[src/rtl/bram_arbiter2.sv]
// -----------------------------------------------------------------------------
// bram_arbiter2
// Shares one single-port-per-direction block RAM (separate read/write address,
// byte write mask, one-cycle registered read) between two requesters A and B.
// At most one access is granted per cycle. Under contention the grant
// alternates between the two sides. Read data comes back one cycle after the
// grant and is tagged to the side that issued the read.
//
// Ports
//   clock, reset        system clock, synchronous active-high reset
//   a_req / b_req       access request (held with its payload until granted)
//   a_we  / b_we        1 = write, 0 = read
//   a_addr / b_addr     word address
//   a_wdata / b_wdata   write data
//   a_wmask / b_wmask   byte-lane write enables
//   a_gnt / b_gnt       request accepted this cycle (combinational)
//   a_rvalid / b_rvalid read data for that side is on rdata_out this cycle
//   rdata_out           shared read data, zero when neither rvalid is set
//   ram_raddr, ram_waddr, ram_wdata, ram_wmask, ram_wren  RAM drive
//   ram_rdata           RAM read data, valid one cycle after ram_raddr
// -----------------------------------------------------------------------------
module bram_arbiter2 #(
    parameter int ADDR_WIDTH = 8,
    parameter int DATA_WIDTH = 32,
    parameter int MASK_WIDTH = 4
) (
    input  logic                  clock,
    input  logic                  reset,

    input  logic                  a_req,
    input  logic                  a_we,
    input  logic [ADDR_WIDTH-1:0] a_addr,
    input  logic [DATA_WIDTH-1:0] a_wdata,
    input  logic [MASK_WIDTH-1:0] a_wmask,
    output logic                  a_gnt,
    output logic                  a_rvalid,

    input  logic                  b_req,
    input  logic                  b_we,
    input  logic [ADDR_WIDTH-1:0] b_addr,
    input  logic [DATA_WIDTH-1:0] b_wdata,
    input  logic [MASK_WIDTH-1:0] b_wmask,
    output logic                  b_gnt,
    output logic                  b_rvalid,

    output logic [DATA_WIDTH-1:0] rdata_out,

    output logic [ADDR_WIDTH-1:0] ram_raddr,
    output logic [ADDR_WIDTH-1:0] ram_waddr,
    output logic [DATA_WIDTH-1:0] ram_wdata,
    output logic [MASK_WIDTH-1:0] ram_wmask,
    output logic                  ram_wren,
    input  logic [DATA_WIDTH-1:0] ram_rdata
);

    // Index 0 is requester A, index 1 is requester B.
    logic [1:0] req;
    logic [1:0] req_other;
    logic [1:0] we;
    logic [1:0] gnt;
    logic [1:0] rvalid;

    // prio: side that wins when both request (0 = A, 1 = B).
    logic prio_reg;
    logic prio_next;
    // Outstanding read issued last cycle and which side issued it.
    logic rd_pend_reg;
    logic rd_pend_next;
    logic rd_src_reg;
    logic rd_src_next;

    // Payload of the granted side.
    logic                  sel_we;
    logic [ADDR_WIDTH-1:0] sel_addr;
    logic [DATA_WIDTH-1:0] sel_wdata;
    logic [MASK_WIDTH-1:0] sel_wmask;

    assign req       = {b_req, a_req};
    assign req_other = {a_req, b_req};
    assign we        = {b_we, a_we};

    genvar gi;
    generate
        for (gi = 0; gi < 2; gi++) begin : g_side
            localparam logic SIDE = (gi == 1);
            // A side wins if it is alone, or if both request and prio names it.
            assign gnt[gi]    = !reset && req[gi] && (!req_other[gi] || (prio_reg == SIDE));
            // Responses still in flight when reset arrives are suppressed here;
            // the tag itself is cleared at the reset edge.
            assign rvalid[gi] = !reset && rd_pend_reg && (rd_src_reg == SIDE);
        end
    endgenerate

    assign a_gnt    = gnt[0];
    assign b_gnt    = gnt[1];
    assign a_rvalid = rvalid[0];
    assign b_rvalid = rvalid[1];

    assign rdata_out = (|rvalid) ? ram_rdata : '0;

    // Payload mux: B's fields only when B holds the grant.
    always_comb begin
        sel_we    = a_we;
        sel_addr  = a_addr;
        sel_wdata = a_wdata;
        sel_wmask = a_wmask;
        if (gnt[1]) begin
            sel_we    = b_we;
            sel_addr  = b_addr;
            sel_wdata = b_wdata;
            sel_wmask = b_wmask;
        end
    end

    // RAM drive in the grant cycle; everything idles at zero otherwise.
    always_comb begin
        ram_raddr = '0;
        ram_waddr = '0;
        ram_wdata = '0;
        ram_wmask = '0;
        ram_wren  = 1'b0;
        if (|gnt) begin
            if (sel_we) begin
                ram_waddr = sel_addr;
                ram_wdata = sel_wdata;
                ram_wmask = sel_wmask;
                ram_wren  = 1'b1;
            end else begin
                ram_raddr = sel_addr;
            end
        end
    end

    always_comb begin
        prio_next = prio_reg;
        // After any grant the other side gets priority next time.
        if (gnt[0]) begin
            prio_next = 1'b1;
        end else if (gnt[1]) begin
            prio_next = 1'b0;
        end
        rd_pend_next = |(gnt & ~we);
        rd_src_next  = gnt[1];
    end

    always_ff @(posedge clock) begin
        if (reset) begin
            prio_reg    <= 1'b0;
            rd_pend_reg <= 1'b0;
            rd_src_reg  <= 1'b0;
        end else begin
            prio_reg    <= prio_next;
            rd_pend_reg <= rd_pend_next;
            rd_src_reg  <= rd_src_next;
        end
    end

endmodule
[config.mk]
export PLATFORM = sky130hd
export DESIGN_NAME = bram_arbiter2
export DESIGN_NICKNAME = d
export VERILOG_FILES = /design/src/rtl/bram_arbiter2.sv
export SDC_FILE = /design/constraint.sdc
export NUM_CORES = 1
export LEC_CHECK = 0
export BUFFER_PORTS_ARGS = -buffer_cell sky130_fd_sc_hd__buf_2
export CAP_MARGIN = 30
export CORE_AREA = 3 3 82 84
export CTS_BUF_LIST = sky130_fd_sc_hd__clkbuf_8 sky130_fd_sc_hd__clkbuf_16
export CTS_CLUSTER_DIAMETER = 120
export CTS_CLUSTER_SIZE = 25
export DETAILED_ROUTE_END_ITERATION = 6
export DIE_AREA = 0 0 85 87
export PLACE_DENSITY = 0.64
export SLEW_MARGIN = 40
export SYNTH_ARGS = -nofsm -noshare
export SYNTH_HDL_FRONTEND = slang
export SYNTH_SLANG_ARGS = --single-unit
[constraint.sdc]
create_clock -name clock -period 3.6 [get_ports clock]
set_input_delay 0.18 -clock clock [delete_from_list [all_inputs] [get_ports clock]]
set_output_delay 0.18 -clock clock [all_outputs]
set_load 0.05 [all_outputs]
==> results.txt, run 1 <==
The run finished with clean final reports. The clock drives 3 sinks. The tools report the launching element type of the critical path as a flip-flop. The total number of vias is 2460. The starting density of the core came out at 0.212. The commonest cells after synthesis are 44 x sky130_fd_sc_hd__nand3_1, 44 x sky130_fd_sc_hd__o21ai_0, 41 x sky130_fd_sc_hd__a21oi_1, 33 x sky130_fd_sc_hd__and2_1, 20 x sky130_fd_sc_hd__clkbuf_1.

Post-cts repair resize count: 0. The critical path endpoint category is an output port. The design draws 0.000493 W. The most numerous cell type found on the critical path is sky130_fd_sc_hd__buf_4. TritonCTS built the clock tree. For the worst max-slew margin expressed relative to the limit, the log shows 0.625. Die boundary height: 87 µm. Yosys attributes the largest share of cell area to sky130_fd_sc_hd__nand3_1 17%, sky130_fd_sc_hd__o21ai_0 17%, sky130_fd_sc_hd__and2_1 16%.

For this run, the top clock speed supported by timing is 0.398 GHz. 215 I/O pins were placed. The share of Yosys cell area claimed by the top area cell type was 0.173; the leakage power was 1.37 nW. After clock tree synthesis, the clock-pin slew on the worst setup and hold paths is 30 ps.

Among all stages on the critical path, the largest delay is contributed by sky130_fd_sc_hd__o32a_1. The clock arrives with 0.555 ps of skew. The maximum clock path buffer count is 2. The number of global-route vias before repair is 2284, and the maximum VDD drop is 0.106 mV.

Setup violations remaining at the end of the flow were counted as 0. The number of hold buffers added after CTS was 0. After layout, the worst setup slack is 1090 ps. The number of port buffers works out to 214. The repair_antennas step left the layout with diodes totalling 0. The dominant synthesized flop cell is sky130_fd_sc_hd__dfxtp_1. The count of flip-flops with a built-in enable after synthesis was 0; the clock latency on the worst-skew pair was 220 ps. The count of nets left with antenna violations once routing finished came out at 0. The tools report the cell at the root of the clock tree as sky130_fd_sc_hd__clkbuf_8.

For the utilization after layout, the log shows 0.400. The worst register-to-register path begins at prio_reg. The start point of the critical path is prio_reg. The endpoint of the lowest-slack register-to-register path is rd_pend_reg.

In this run the most critical hold path is launched from b_req. For the count of non-filler cells in the finished layout, the log shows 495. In the final design database the tool counted 547 nets. The tools report the number of endpoints with negative hold slack in the final report as 0. The buffering stage count on the worst path with inverters included came out at 3.

Met3 layer usage reported by global route: 0.0284. The growth of design area from synthesis to finish was 88.4%. The synthesized netlist occupies a cell area of 1270 µm².

Across all register-to-register paths, the minimum setup slack is 2130 ps. The sequential cell area fraction in the yosys report came out at 0.0472. After legalization and detailed placement, the total HPWL measured 5510 µm. Setup repair after global routing left no endpoint under its margin.

The worst hold path belongs to the class in2reg. The largest incremental delay on the critical path is 520 ps. The post-route clock period utilization came out at 0.698.

The tool flagged a number of max-cap violations equal to 0. The cell total after placement came out at 491. Counting flops and latches in the post-synthesis netlist gives 3. Routability-driven placement finished with a final weighted congestion of 0.818. The first global-routing pass estimated 10400 µm of wire.

Entering global routing, the biggest net connects 49 pins. Global-route track usage on met2: 0.339. For this run, the detailed router's first-pass iteration total came to 4. Kind of cell adding the most delay to the critical path: buffers and inverters. For the pin with the worst max-slew slack, the measured transition is 562 ps.

The max-slew violation count was 0. The synthesized design spends more area on one cell type than any other, namely sky130_fd_sc_hd__nand3_1. Synthesis instantiated 17 different standard cells from the library. The most congested layer reported by global routing was met2. For the H-tree level count, the log shows 1. The maximum fanout along the worst path was 48; the TritonCTS buffer count was 3. The aggregate global-route resource usage is 0.169. The run gives 0 as the post-CTS setup repair buffer count. The category of the critical setup timing path is reg2out. The first-iteration detailed-routing DRC count was 102; the area of the die was 7400 µm². The path with the worst hold slack has its endpoint at prio_reg. For the number of antenna violations at the first check in global routing, the log shows 0. The worst path in the final design needs a cycle of 2510 ps, including I/O delays and setup.

The fraction of final layout cells sized beyond drive strength 1 was 0.550; the final wirelength was 6920 µm. After technology mapping, the gate count stands at 225. The post-route DRC violation count is 0, and the instance count along the most critical hold path is 2. The die span in x works out to 85 µm.

For this run the aggregate overflow at the end of global routing stands at 0. For the number of placement rows, the log shows 28. The signal on the critical path passes through nor2b_2, buf_4, o32a_1, buf_4, a21oi_1, buf_2.

The routed wire length per instance was 14.0 µm; the post-detailed-route via-to-cell ratio was 4.97. For this run, the number of Yosys warnings is 0. The per-instance average area after synthesis came out at 5.65 µm².

The met1 usage in global routing was 0.181; the share of synthesized registers carrying an async set or reset was 0. The total power per unit cell area is 206 nW/µm². The worst register-to-register path has a depth of 4.

STA puts the critical path data required time at 3420 ps. The total area inside the core boundary comes to 5990 µm². The logs give 2330 ps for the data arrival time of the critical path and 351 for the net count after synthesis. The worst slack at placement is 1280 ps, and the setup TNS is 0 ps.
[worst max path at each step]
stage                     cells after the start            to  slack (ps)
after floorplan                               5  ram_raddr[3]        1230
after global placement                        6  ram_wmask[1]        1280
after detailed placement                      6  ram_waddr[7]        1280
after CTS                                     6  ram_waddr[7]        1040
after global routing                          6  ram_wdata[9]         870
final                                         6  ram_waddr[7]        1090
[metal layers]
metal	routed length, µm	vias up	part of all wire
met3	811	4	0.12
li1	-	1194	-
met1	2440	1097	0.35
met4	46	0	0.0066
met5	0	-	0
met2	3620	165	0.52
[report_power, final]
| group | switching, W | internal [W] | leakage (nW) |
|---|---|---|---|
| clock | 0.0000223 | 0.0000726 | 0.0269 |
| sequential | 0.00000148 | 0.0000357 | 0.0249 |
| combinational | 0.000250 | 0.000111 | 1.32 |
[cell usage in the layout (no fill, tap or decap), drive strengths merged]
master and instances:
and2 33, clkbuf 3, nand3 44, buf 221, o32a 2, o21ai 44
a21bo 1, a211oi 9, nor2 5, dfxtp 3, nor2b 4, a21oi 44
inv 3, nand2b 4
[layout make-up]
class	count	area, µm²
Clock buffer	3	41.3
Clock inverter	1	3.75
Fill cell	669	3600
Inverter	2	7.51
Multi-Input combinational cell	190	1060
Sequential cell	3	60.1
Tap cell	75	93.8
Timing Repair Buffer	221	1130
[per-stage QoR]
stage	instance area [µm²]	hold WS [ps]
6_report	2390	236
2_1_floorplan	1270	280
4_1_cts	2390	230
3_5_place_dp	2350	456
5_1_grt	2390	263
3_3_place_gp	2330	431
[cell families after synthesis]
family	Yosys count	share of synthesized area
DFF	3	0.0472
buffers and inverters	32	0.131
and+or+nand+nor	90	0.390
AOI/OAI and AO/OA	100	0.432
No activity file was read; power rests on OpenSTA's default activity.
==> inputs of run 2 (changes only) <==
--- a/config.mk
+++ b/config.mk
@@ -5,15 +5,17 @@
 export SDC_FILE = /design/constraint.sdc
 export NUM_CORES = 1
 export LEC_CHECK = 0
+export ABC_AREA = 1
 export BUFFER_PORTS_ARGS = -buffer_cell sky130_fd_sc_hd__buf_2
 export CAP_MARGIN = 30
-export CORE_AREA = 3 3 82 84
+export CORE_ASPECT_RATIO = 0.6
+export CORE_MARGIN = 3
+export CORE_UTILIZATION = 30
 export CTS_BUF_LIST = sky130_fd_sc_hd__clkbuf_8 sky130_fd_sc_hd__clkbuf_16
 export CTS_CLUSTER_DIAMETER = 120
 export CTS_CLUSTER_SIZE = 25
 export DETAILED_ROUTE_END_ITERATION = 6
-export DIE_AREA = 0 0 85 87
-export PLACE_DENSITY = 0.64
+export PLACE_DENSITY = 0.79
 export SLEW_MARGIN = 40
 export SYNTH_ARGS = -nofsm -noshare
 export SYNTH_HDL_FRONTEND = slang
==> constraint.sdc (replaced) <==
create_clock -name clock -period 2.4 [get_ports clock]
set_input_delay 0.12 -clock clock [delete_from_list [all_inputs] [get_ports clock]]
set_output_delay 0.12 -clock clock [all_outputs]
set_load 0.05 [all_outputs]
==> results.txt, run 2 <==
The flow ran to the end, and the final reports show no timing, DRC or antenna violations. In this run, placement finished with an instance count of 626. The tools report the global placement routability congestion as 0.925. The number of global-route vias before repair was 2493; the number of hold buffers added after cts was 0. The endpoint of the lowest-slack register-to-register path is rd_pend_reg. Setup repair after global routing could not meet its margin everywhere. From bottom edge to top edge, the die measures 62.4 µm. In this run the standard cell core region covers 4830 µm². The tools report the maximum VDD drop as 0.139 mV. STA puts the critical path data arrival time at 2110 ps. The H-tree level count was 1; the net switching share of the total power was 0.571. The die covers 6230 µm². The startpoint identified for the worst register-to-register timing path is prio_reg. Proportion of power drawn by flip-flops and latches: 0.069. The depth of the most critical reg-to-reg path was 4; the number of endpoints failing setup at the final stage was 0. The number of antenna diodes in the final layout is 0.

Among all flip-flop cells after synthesis, the most frequent one is sky130_fd_sc_hd__dfxtp_1. Once layout is done, the placed cells without fillers occupy 2690 µm². Once the clock tree was built, the resizer swapped 0 gates to a different size. For the number of nets in the layout, the log shows 694. The tightest min-delay check is of the in2reg type. The internal power of the cells totals 0.000343 W. The post-detailed-route via-to-cell ratio was 4.28.

The netlist area before placement came out at 1590 µm². In this run the tool buffered the top-level ports with 214 buffer cells. Post-CTS timing repair inserted 0 buffers for setup. The routed layout has 2698 vias. Global routing finished with a remaining overflow of 0. The Yosys step of the flow raised 0 warnings. Power spread over the standard cell area amounts to 297 nW/µm². Of all nets on the critical path, the largest fanout is 45. The count of flip-flops with a built-in enable after synthesis works out to 0. Entering global routing, the biggest net connects 46 pins. TritonCTS built the clock tree.

In the layout the commonest cells are 211 x sky130_fd_sc_hd__buf_2, 108 x sky130_fd_sc_hd__nand2_1, 95 x sky130_fd_sc_hd__inv_1. Clock tree synthesis inserted a total of 3 buffers. The critical path endpoint category is an output port. The sequential cell area fraction in the yosys report was 0.0378; the max-slew violation count was 0.

The category of the critical setup timing path is reg2out. The number of storage elements in the synthesis netlist came out at 3. The first detailed-routing pass ran for 4 iterations.

The share of Yosys cell area claimed by the top area cell type was 0.255; the post-route DRC violation count was 0. Clock tree synthesis selected as its root buffer the cell sky130_fd_sc_hd__clkbuf_8. The clock latency on the worst-skew pair is 220 ps.

The worst max-slew margin expressed relative to the limit came out at 0.670. In this run the remaining antenna-violating nets after routing total 0. For the final routed database, the setup TNS stands at 0 ps. The clock share of power came out at 0.181. The run gives 15 as the number of distinct standard cells referenced by the synthesized netlist. By area the synthesized netlist is led by sky130_fd_sc_hd__nand2_1 26%, sky130_fd_sc_hd__inv_1 22%, sky130_fd_sc_hd__nor2_1 18%. For this block, the initial DRC count from the detailed router was 93.

The die span in x was 100 µm. The most common cell after layout, fill and taps aside is sky130_fd_sc_hd__buf_2. The post-route clock period utilization works out to 0.930.

sky130_fd_sc_hd__nand2_1 takes more of the synthesized area than any other cell. The share of synthesized registers carrying an async set or reset is 0. The tools report the switching power of the nets as 0.000456 W. The time the final worst path needs with I/O delays and setup is 2230 ps. During I/O placement, the number of pins put on the boundary was 215. Sorting the synthesized cells by how often they occur yields 108 x sky130_fd_sc_hd__nand2_1, 94 x sky130_fd_sc_hd__inv_1, 78 x sky130_fd_sc_hd__nor2_1, 46 x sky130_fd_sc_hd__nand3_1, 17 x sky130_fd_sc_hd__buf_2. The XOR/XNOR share of the synthesized area was 0; the number of placement rows was 19. The post-synthesis compound-gate area fraction is 0.0370.

For the pin with the worst max-slew slack, the measured transition is 496 ps. STA classifies the critical path startpoint as a flip-flop. The routed wire length per instance came out at 10.7 µm. The multiplexer share of the synthesized area was 0; the CTS clock-pin slew for the worst setup and hold paths was 30 ps.

The number of antenna violations at the first check in global routing came out at 0. The HPWL after detailed placement is 5410 µm. The cell area after placement is 2640 µm², and the total of max-cap violations is 0.

The run gives 3.35 ps as the final worst clock skew. The tools report the start point of the critical path as prio_reg. sky130_fd_sc_hd__nand2_1 is the most common cell in the netlist. The run gives 366 as the cell count after synthesis. The run gives 3 as the clock sink count.

The critical path ends at ram_wdata[29]. At the worst endpoint, the required time is 2280 ps. Fraction of the mapped netlist area in simple logic gates: 0.619. After detailed routing, the total wire length is 6730 µm.

The first global-routing pass estimated 10700 µm of wire. Summed over all cells, the static leakage comes to 2.20 nW. Arithmetic-cell share of the synthesized area counting full adders, half adders and majority gates: 0.

Number of endpoints with negative hold slack in the final report: 0. The logs give 0.329 for the starting density of the core and 0.750 for the share of total power in combinational logic. The fraction of final layout cells sized beyond drive strength 1 was 0.400. Across all register-to-register paths, the minimum setup slack is 1260 ps. For the maximum clock path buffer count, the log shows 2. The number of nets handed over by synthesis was 492. Dividing the synthesized area by the synthesized cell count gives 4.34 µm². Relative to the synthesized area, the layout overhead comes to 69.4%.

By area, the combinational part of the netlist is dominated by simple AND/OR/NAND/NOR gates. Timing would allow up to 0.448 GHz. The aggregate global-route resource usage was 0.199; the count of non-filler cells in the finished layout was 630.
run 2: worst min-delay path by stage:
stage               cells past startpoint   from       end  slack (ps)
floorplan                               2  a_req  prio_reg         270
global placement                        3  a_req  prio_reg         420
detailed placement                      3  a_req  prio_reg         410
CTS                                     3  a_req  prio_reg         190
global route                            3  a_req  prio_reg         220
finish                                  3  a_req  prio_reg         200
run 2: final cells by class:
cell class,instances,area (µm²)
Clock inverter,1,3.75
Inverter,95,357
Timing Repair Buffer,218,1110
Multi-Input combinational cell,247,1040
Fill cell,522,2130
Sequential cell,3,60.1
Tap cell,63,78.8
Clock buffer,3,41.3
run 2: kinds of logic after synthesis:
kind of cell	count (synthesis)
AND/OR/NAND/NOR	236
AO/OA/AOI/OAI	11
buffers and inverters	116
flip-flops	3
run 2: worst max-delay path, stage by stage (launching register included):
cell and delay (ps):
sky130_fd_sc_hd__dfxtp_1 310, sky130_fd_sc_hd__inv_1 60, sky130_fd_sc_hd__nand2_2 210, sky130_fd_sc_hd__nand2_4 210
sky130_fd_sc_hd__nand2_1 170, sky130_fd_sc_hd__nand3_4 370, sky130_fd_sc_hd__nor2_1 240, sky130_fd_sc_hd__buf_2 300
run 2: per-layer routing:
| metal | vias to the layer above | GRT usage | wire [µm] |
|---|---|---|---|
| li1 | 1443 | - | - |
| met4 | 0 | 0.0613 | 104 |
| met1 | 1123 | 0.222 | 2710 |
| met2 | 122 | 0.385 | 3360 |
| met3 | 10 | 0.0268 | 558 |
| met5 | - | 0 | 0 |
run 2: power by group through the flow:
| stage | clock, W | combinational, W | sequential [W] |
|---|---|---|---|
| 2_1_floorplan | 0 | 0.000418 | 0.0000553 |
| 3_3_place_gp | 0 | 0.000591 | 0.0000555 |
| 3_5_place_dp | 0 | 0.000597 | 0.0000556 |
| 4_1_cts | 0.000149 | 0.000600 | 0.0000549 |
| 5_1_grt | 0.000156 | 0.000657 | 0.0000553 |
| 6_report | 0.000145 | 0.000599 | 0.0000548 |
run 2: through the flow:
step	power, W	utilization	setup slack (ps)	hold slack, ps
4_1_cts	0.000804	0.556	160	190
3_3_place_gp	0.000646	0.547	439	416
3_5_place_dp	0.000653	0.547	382	413
2_1_floorplan	0.000474	-	667	270
6_report	0.000799	0.558	167	197
5_1_grt	0.000868	0.558	-34.4	216
==> inputs of run 3 (changes only) <==
==> config.mk (replaced) <==
export PLATFORM = sky130hd
export DESIGN_NAME = bram_arbiter2
export DESIGN_NICKNAME = d
export VERILOG_FILES = /design/src/rtl/bram_arbiter2.sv
export SDC_FILE = /design/constraint.sdc
export NUM_CORES = 1
export LEC_CHECK = 0
export ABC_AREA = 0
export BUFFER_PORTS_ARGS = -buffer_cell sky130_fd_sc_hd__buf_2
export CAP_MARGIN = 30
export CORE_AREA = 3 3 83 85
export CTS_BUF_LIST = sky130_fd_sc_hd__clkbuf_8 sky130_fd_sc_hd__clkbuf_16
export CTS_CLUSTER_DIAMETER = 120
export CTS_CLUSTER_SIZE = 25
export DETAILED_ROUTE_END_ITERATION = 6
export DIE_AREA = 0 0 86 88
export PLACE_DENSITY = 0.63
export SLEW_MARGIN = 40
export SYNTH_ARGS = -nofsm -noshare
export SYNTH_HDL_FRONTEND = slang
export SYNTH_SLANG_ARGS = --single-unit
==> results.txt, run 3 (synthesis gave the netlist of run 1 again) <==
Row generation in the floorplan step produced 29 rows. Fraction of final layout cells sized beyond drive strength 1: 0.556. The switching power of the nets was 0.000413 W.

The number of port buffers came out at 214. Leaving out fill and tap cells, the most frequent cell in the layout is sky130_fd_sc_hd__buf_2. Half-perimeter wire length of the detailed placement result: 5730 µm. The core region is 6280 µm².

The total power per unit cell area is 307 nW/µm², and the TritonCTS buffer count is 3. For this run, design rule violations remaining after detail routing come to 0. Across all layers, the routed design uses 2454 vias. The clock share of power is 0.189, and the routed wire length per instance is 14.1 µm. The run gives 2230 as the number of global-route vias before repair. The critical path in this run is classified as reg2out. The transition at the pin with the smallest max-transition slack was 495 ps. Summed over all layers, the routed wires come to 7110 µm. Setup violations remaining at the end of the flow were counted as 0. The worst max-slew margin expressed relative to the limit was 0.670.

The first-iteration detailed-routing DRC count came out at 83. The number of antenna violations at the first check in global routing came out at 0. The post-route clock period utilization came out at 0.854.

The run finished with clean final reports. The first global-routing pass estimated 10300 µm of wire. The min-delay analysis places its worst path in the category in2reg. From left edge to right edge, the die measures 86 µm.

The utilization after layout was 0.389. Setup slack on the critical path of the routed design comes to 350 ps. Counting along the longest clock path gives a buffer depth of 2.

The logs give 520 ps for the worst slack at placement and 0.203 for the starting density of the core. The run gives 0.166 as the aggregate global-route resource usage. The area of the die is 7570 µm².

The maximum VDD drop was 0.152 mV; the maximum fanout along the worst path was 13. The H-tree level count came out at 1. For the worst setup path, the data required time is 2280 ps.

The post-detailed-route via-to-cell ratio is 4.88, and the net switching share of the total power is 0.551. In this run, post-CTS hold repair placed 0 buffers. In this run the post-CTS setup repair buffer count came out at 0. Between clock sinks in the finished design, the worst skew comes to 2.11 ps.

The number of nets in the layout came out at 553. The antenna cell count is 0, and the growth of design area from synthesis to finish is 92.3%. Once detail routing completed, the nets flagged for antenna violations numbered 0.

For this run, the detailed router's first-pass iteration total came to 4. For the finished layout, the period the worst path requires is 2050 ps. For the number of endpoints with negative hold slack in the final report, the log shows 0. The max-slew violation count was 0; the total of max-cap violations was 0. The design internal power was 0.000337 W. 215 I/O pins were placed. For the global-route congestion overflow total, the log shows 0. TritonCTS built the clock tree. The tools report the proportion of power drawn by flip-flops and latches as 0.075. Setup repair after global routing left no endpoint under its margin.

The tools report the launching element type of the critical path as a flip-flop. The leakage power was 1.40 nW. In the layout the commonest cells are 214 x sky130_fd_sc_hd__buf_2, 44 x sky130_fd_sc_hd__nand3_1, 44 x sky130_fd_sc_hd__o21ai_0. The clock latency on the worst-skew pair was 210 ps. The worst setup path is captured at an output port. The tree built by TritonCTS fans out to 3 sinks.

After clock tree synthesis, the clock-pin slew on the worst setup and hold paths is 30 ps. For the share of total power in combinational logic, the log shows 0.736. Entering global routing, the biggest net connects 46 pins. The global placement routability congestion was 0.728. Derived from the worst setup path, the maximum achievable clock frequency is 0.488 GHz. The cell at the root of the clock tree was sky130_fd_sc_hd__clkbuf_8. The power consumption was 0.000750 W; the data arrival time of the critical path was 1930 ps. Setup TNS: 0 ps.

Once the clock tree was built, the resizer swapped 0 gates to a different size. The die is 88 µm tall.
-- run 3: power by group through the flow --
stage / registers, W / logic (W) / clock network, W
after floorplan: 0.0000558 / 0.000367 / 0
after global placement: 0.0000563 / 0.000547 / 0
after detailed placement: 0.0000566 / 0.000550 / 0
after CTS: 0.0000559 / 0.000553 / 0.000147
after global routing: 0.0000563 / 0.000595 / 0.000152
final: 0.0000559 / 0.000552 / 0.000142
-- run 3: final timing paths --
path | cells after the start | endpoint | slack [ps] | start
min | 2 | prio_reg | 170 | b_req
max reg2reg | 3 | rd_pend_reg | 1210 | prio_reg
min reg2reg | 1 | prio_reg | 550 | prio_reg
max | 5 | ram_raddr[7] | 350 | prio_reg
-- run 3: critical path, stage by stage, from the launching register on --
cell	delay [ps]
sky130_fd_sc_hd__dfxtp_1	390
sky130_fd_sc_hd__nand2b_1	400
sky130_fd_sc_hd__buf_4	280
sky130_fd_sc_hd__nand3_1	110
sky130_fd_sc_hd__a211oi_1	220
sky130_fd_sc_hd__buf_2	310
-- run 3: final cells by class --
type | count | area [µm²]
sequential | 3 | 60.1
tap | 77 | 96.3
timing repair buffer | 227 | 1170
clock buffer | 3 | 41.3
inverter | 2 | 7.51
fill | 697 | 3830
multi-input combinational | 190 | 1070
clock inverter | 1 | 3.75
-- run 3: layer usage --
layer	vias up	share of wire	GRT usage
li1	1204	-	-
met1	1096	0.37	0.194
met2	148	0.52	0.313
met3	6	0.10	0.0273
met4	0	0.0091	0.0417
met5	-	0	0
-- run 3: stage by stage --
step,area [µm²],std cells,hold slack (ps)
after CTS,2430,503,171
after floorplan,1270,225,220
after global placement,2390,499,390
after global routing,2440,503,186
final,2440,503,172
after detailed placement,2390,499,397
